===== src/rtl/piso_tx_if.sv =====
// Handshake and serial bus between a word source and the piso_tx serialiser.
// The master drives the word, load request and bit strobe; the slave returns the serial stream and status.
interface piso_tx_if #(
  parameter int WIDTH = 3
);
  logic [WIDTH-1:0] d;
  logic             load_valid;
  logic             load_ready;
  logic             shift_en;
  logic             ser_out;
  logic             ser_valid;
  logic             done;

  modport master (
    output d, load_valid, shift_en,
    input  load_ready, ser_out, ser_valid, done
  );

  modport slave (
    input  d, load_valid, shift_en,
    output load_ready, ser_out, ser_valid, done
  );
endinterface


===== src/rtl/piso_tx.sv =====
// Parallel-in serial-out transmitter: MSB first, first bit one clock after the load handshake.
// Bits advance only on shift_en strobes; loads are refused outside IDLE, so the source stalls on load_ready.
module piso_tx #(
  parameter int WIDTH = 3
) (
  input  logic     clk,
  input  logic     rst_n,
  piso_tx_if.slave bus
);

  localparam int CW = (WIDTH > 2) ? $clog2(WIDTH) : 1;

  localparam logic [1:0] IDLE  = 2'd0;
  localparam logic [1:0] SHIFT = 2'd1;
  localparam logic [1:0] DONE  = 2'd2;

  logic [1:0]       state_q, state_d;
  logic [WIDTH-1:0] sr_q, sr_d;
  logic [CW-1:0]    cnt_q, cnt_d;
  logic             ser_valid_q, ser_valid_d;
  logic             done_q, done_d;

  always_comb begin
    state_d     = state_q;
    sr_d        = sr_q;
    cnt_d       = cnt_q;
    ser_valid_d = ser_valid_q;
    done_d      = 1'b0;
    case (state_q)
      IDLE: begin
        if (bus.load_valid) begin
          sr_d        = bus.d;
          cnt_d       = CW'(WIDTH - 1);
          ser_valid_d = 1'b1;
          state_d     = SHIFT;
        end
      end
      SHIFT: begin
        if (bus.shift_en) begin
          if (cnt_q != '0) begin
            sr_d  = {sr_q[WIDTH-2:0], 1'b0};
            cnt_d = cnt_q - CW'(1);
          end else begin
            // Clearing the register here is what drives ser_out low in DONE and IDLE.
            sr_d        = '0;
            ser_valid_d = 1'b0;
            done_d      = 1'b1;
            state_d     = DONE;
          end
        end
      end
      DONE: begin
        state_d = IDLE;
      end
      default: begin
        state_d     = IDLE;
        sr_d        = '0;
        cnt_d       = '0;
        ser_valid_d = 1'b0;
      end
    endcase
  end

  always_ff @(posedge clk or negedge rst_n) begin
    if (!rst_n) begin
      state_q     <= IDLE;
      sr_q        <= '0;
      cnt_q       <= '0;
      ser_valid_q <= 1'b0;
      done_q      <= 1'b0;
    end else begin
      state_q     <= state_d;
      sr_q        <= sr_d;
      cnt_q       <= cnt_d;
      ser_valid_q <= ser_valid_d;
      done_q      <= done_d;
    end
  end

  assign bus.load_ready = (state_q == IDLE);
  assign bus.ser_out    = sr_q[WIDTH-1];
  assign bus.ser_valid  = ser_valid_q;
  assign bus.done       = done_q;

endmodule


===== src/flat_wrapper.sv =====
// flat-port wrapper written by rule: the top's interface ports become plain ports
module piso_tx_flat 
#(
  parameter int WIDTH = 3
)
  (clk, rst_n, bus_d, bus_load_valid, bus_shift_en, bus_load_ready, bus_ser_out, bus_ser_valid, bus_done);
  piso_tx_if #(.WIDTH(WIDTH)) bus_i ();
  input  logic clk;
  input  logic rst_n;
  input wire logic [$bits(bus_i.d)-1:0] bus_d;
  input wire logic [$bits(bus_i.load_valid)-1:0] bus_load_valid;
  input wire logic [$bits(bus_i.shift_en)-1:0] bus_shift_en;
  output wire logic [$bits(bus_i.load_ready)-1:0] bus_load_ready;
  output wire logic [$bits(bus_i.ser_out)-1:0] bus_ser_out;
  output wire logic [$bits(bus_i.ser_valid)-1:0] bus_ser_valid;
  output wire logic [$bits(bus_i.done)-1:0] bus_done;
  assign bus_i.d = bus_d;
  assign bus_i.load_valid = bus_load_valid;
  assign bus_i.shift_en = bus_shift_en;
  assign bus_load_ready = bus_i.load_ready;
  assign bus_ser_out = bus_i.ser_out;
  assign bus_ser_valid = bus_i.ser_valid;
  assign bus_done = bus_i.done;
  piso_tx #(.WIDTH(WIDTH)) u_core (.clk(clk), .rst_n(rst_n), .bus(bus_i));
endmodule

===== config.mk =====
export PLATFORM = sky130hd
export DESIGN_NAME = piso_tx_flat
export DESIGN_NICKNAME = d
export VERILOG_FILES = /design/src/rtl/piso_tx_if.sv /design/src/rtl/piso_tx.sv /design/src/flat_wrapper.sv
export SDC_FILE = /design/constraint.sdc
export NUM_CORES = 1
export LEC_CHECK = 0
export BUFFER_PORTS_ARGS = -buffer_cell sky130_fd_sc_hd__buf_2
export CORE_MARGIN = 4
export CORE_UTILIZATION = 25
export CTS_CLUSTER_SIZE = 20
export DETAILED_ROUTE_END_ITERATION = 16
export SLEW_MARGIN = 25
export SYNTH_ARGS = -nofsm -noshare
export SYNTH_HDL_FRONTEND = slang
export SYNTH_SLANG_ARGS = --single-unit

===== constraint.sdc =====
create_clock -name clk -period 2.25 [get_ports clk]
set_clock_uncertainty 0.05 [all_clocks]
set_input_delay 0.45 -clock clk [delete_from_list [all_inputs] [get_ports clk]]
set_output_delay 0.45 -clock clk [all_outputs]
set_load 0.02 [all_outputs]

* Word level (Yosys, flattened, before mapping) *
Cells that the tools add are included.

storage, ports and cells
  bits in registers = 9
  output and inout bits = 4

cells by class
  add/subtract/negate cells = 1
  equality and inequality tests = 6
  mux-type cells = 19
  bitwise operators = 1
  reductions and logical operators = 6

operators by type and width
  cell                   count
  $mux W2                6
  $mux W3                3
  $pmux W3 S3            1
  $reduce_and A4 Y1      2
  $mux W1                6
  $ne A2 B2 Y1 const B   3
  $pmux W2 S3            1
  $reduce_and A3 Y1      2
  $pmux W2 S2            1
  $pmux W1 S3            1
  $eq A2 B1 Y1 const B   1
  $eq A2 B2 Y1 const B   1
  $logic_not A2 Y1       1
  $ne A2 B1 Y1 const B   1
  $reduce_bool A2 Y1     1
  $sub A2 B1 Y2 const B  1
  $not A1 Y1             1

* Longest topological paths before layout *
  depth in word-level cells = 4
  depth in mapped cells = 5

* Least setup slack after synthesis *
OpenSTA, ideal clock, no wires.

  kind = reg2out
  start = register u_core.state_q[0]
  end = output bus_load_ready
  data arrival time = 801 ps
  slack = 949 ps
  stages on the path, launching flop included = 3
  path buffers = 1
  cells stage by stage = dfrtp_1 -> buf_6 -> nor2_1

on the way
  cells in the longest elaborated chain, start to end = 1

RTL lines
  element                   line                text
  start: declaration        piso_tx.sv:17       logic [1:0] state_q, state_d;
  start signal: assignment  piso_tx.sv:72       state_q <= state_d;
  $logic_not A2 Y1          piso_tx.sv:80       assign bus.load_ready = (state_q == IDLE);
  end: declaration          flat_wrapper.sv:13  output wire logic [$bits(bus_i.load_ready)-1:0] bus_load_ready;

No other way between the ends.

* Final worst setup path *
Same ends and word-level chain as after synthesis.

==> impl_results.md <==
* Hold path depth at 3
* Hold crit path type: primary input to flip-flop
* Number of port buffers at 10
* Crit Path Max Fanout at 12
* Largest delay contributor family on the critical path: flip-flops
* Crit path capture type: primary output
* Sequential fraction of the synthesis area at 45.92%
* Routed via count at between 300 and 400
* First-pass GRT wire length at 1649 µm
* Layout net count at 70
* Critical Path Start Type: flip-flop
* Number of max-cap violations at 0
* Worst flop-to-flop path endpoint: u_core.cnt_q[0]
* Placed Area at 553.0 µm²
* R2r worst-path depth at 5
* Synth top area share at a little under half
* # placed instances at 80
* Synthesized flop and latch total at 9
* Max-slew headroom at a little under 80%
* Clock sinks at 9
* Clock buffer depth at 2
* Unrepaired setup endpoints after global routing: false
* CTS tree: done
* Area of the core at approximately 1800 µm²
* Share of layout cells above drive strength 1 at 23.33%
* Area contributors post-synth: dfrtp_1, mux2i_1, nor2_1
* Fmax at 641.2 MHz
* Post-synth EDFFs at 0
* Clk Latency, worst-skew pair at 0.27 ns
* Reg-to-Reg Start: u_core.cnt_q[1]
* Power Density at between 1000 and 1500 nW/µm²
* Max Slew Vio Count at 0
* Die Height at 52.30 µm
* Finished Layout Cells at 85
* Area leader, netlist: dfrtp_1
* Synth async-reset ratio at 100.0%
* Post-CTS setup buffer count at 0
* CTS H-Tree Depth at 1
* 1st-pass router iterations at 4
* Gr usage total at 8.897%
* Ant diodes at 0
* Vias per cell at 4.447
* Worst EP arrival at about 1.1 ns
* Global route total overflow at 0
* Clock buffer count from CTS at 3
* Critical path buffers and inverters at 1
* Post-synthesis net count at 56
* Final hold viol count at 0
* Outcome: complete, no violations
* Largest net degree at the start of global routing at 13
* CP max stage cell: dfrtp_1
* GP Congestion at between 0.7 and 0.8
* Cts repair resizes at 0
* Synthesized area at 490.5 µm²
* Row cnt at 15
* Die area at 2735 µm²
* Clock slew at reported path FFs at approximately 0.060 ns
* WP data required at 1.75 ns
* # DRC at 0
* Min-delay src: bus_shift_en
* Synth warn at 0
* Initial antenna violation count at 0
* Slowest stage delay, CP at around 0.50 ns
* Crit-path cells: nor2_1, buf_2
* Leakage at 0.0002859 µW
* Fin area at 589.3 µm²
* Initial DRC count at 9
* Setup Total Neg Slack at 0 ns
* Post-synth cell types at 21
* Worst setup path class: flip-flop to primary output
* Syn_area_per_cell at between 10 and 15 µm²
* Num ports at 11
* WL/cell at 10.96 µm
* Antenna viol nets, final at 0
* Starting Density at roughly 28%
* Die X at 52.30 µm
* Prevailing post-synth register cell: dfrtp_1
* Final period util at 69.32%
* Final setup violation count at 0
* Syn Inst Count at 47
* Util after Layout at between 30 and 40%
* Root Driver: clkbuf_4
* Vias in the first global route at between 300 and 400
* Slew @ Worst Pin at 0.3408 ns
* Final min period at 1.560 ns
* Hold Buf Count CTS at 1
* P&R area growth vs syn at 20.15%
* Worst reg2reg setup slack at ~0.95 ns
* Hold_ws at 0.4210 ns
* Hold endpoint: u_core.bus.done
* Detailed Route WL at a little over 900 µm
* Peak supply drop at 0.0003127 V
* DP HPWL at 724.8 µm
## where the power goes
group	total, µW	internal, µW	switching (µW)
clock	124	68.2	55.7
sequential	301	232	69.5
combinational	337	153	183
## Yosys cell counts (all sizes together) (2+ instances only)
master / count
dfrtp: 9
nor2: 7
buf: 2
nor2b: 3
o22ai: 3
nand2: 4
mux2i: 4
ha: 2
o2bb2ai: 2
inv: 2
## cells in the final DEF (no fill, tap or decap), drive strengths merged, types with 2 or more instances in the layout
| cell | synthesis | layout |
|---|---|---|
| nor2 | 7 | 7 |
| ha | 2 | 2 |
| buf | 2 | 10 |
| mux2i | 4 | 4 |
| nor2b | 3 | 3 |
| nand2 | 4 | 4 |
| o22ai | 3 | 3 |
| dfrtp | 9 | 9 |
| o2bb2ai | 2 | 2 |
| clkbuf | 0 | 4 |
| inv | 2 | 2 |
## layer usage
metal	wire length [µm]	track usage, %	share of wire [%]
met5	0	0	0
met4	17	6.383	1.8
met3	77	5.413	8.3
met2	420	11.98	45
met1	417	10.10	45
## kinds of logic (layout without fill, tap and decap cells)
logic type      after synthesis  in the layout  share of synthesized area (%)
simple gates                 18             18                          20.66
mux                           4              4                          8.164
buf+inv                       4             17                          5.358
xor+xnor                      1              1                          1.786
fa+ha+maj                     2              2                          5.101
flops                         9              9                          45.92
compound gates                9              9                          13.01
## final cells by class
| type | instances | area [µm²] |
|---|---|---|
| clock buffer | 4 | 26.28 |
| inverter | 2 | 7.507 |
| tap | 25 | 31.28 |
| sequential | 9 | 225.2 |
| fill | 197 | 1194 |
| multi-input combinational | 34 | 239.0 |
| timing repair buffer | 11 | 60.06 |
## through the flow
step | power, µW | worst slack, ns
2_1_floorplan | 562.1 | 0.9495
3_3_place_gp | 636.5 | 0.9657
5_1_grt | 835.9 | 0.5935
4_1_cts | 769.8 | 0.6800
3_5_place_dp | 639.6 | 0.9643
6_report | 762.1 | 0.6903
## how the worst max path moves through the flow
| stage | from | endpoint | slack, ns | depth (start not counted) |
|---|---|---|---|---|
| 6_report | u_core.state_q[0] | bus_load_ready | 0.69 | 2 |
| 3_3_place_gp | u_core.state_q[0] | bus_load_ready | 0.97 | 2 |
| 5_1_grt | u_core.state_q[0] | bus_load_ready | 0.59 | 2 |
| 2_1_floorplan | u_core.state_q[0] | bus_load_ready | 0.95 | 2 |
| 4_1_cts | u_core.state_q[0] | bus_load_ready | 0.68 | 2 |
| 3_5_place_dp | u_core.cnt_q[0] | u_core.cnt_q[1] | 0.96 | 5 |
## state kept, by name, indices dropped and copies added, names as in the netlist
register              count
u_core.bus.done           1
u_core.bus.ser_valid      1
u_core.cnt_q              2
u_core.sr_q               3
u_core.state_q            2
## worst min-delay path, stage by stage
cell	delay [ns]
buf_2	0.15
nand2_1	0.07
nor2_1	0.03
(Power assumes the default switching activity.)
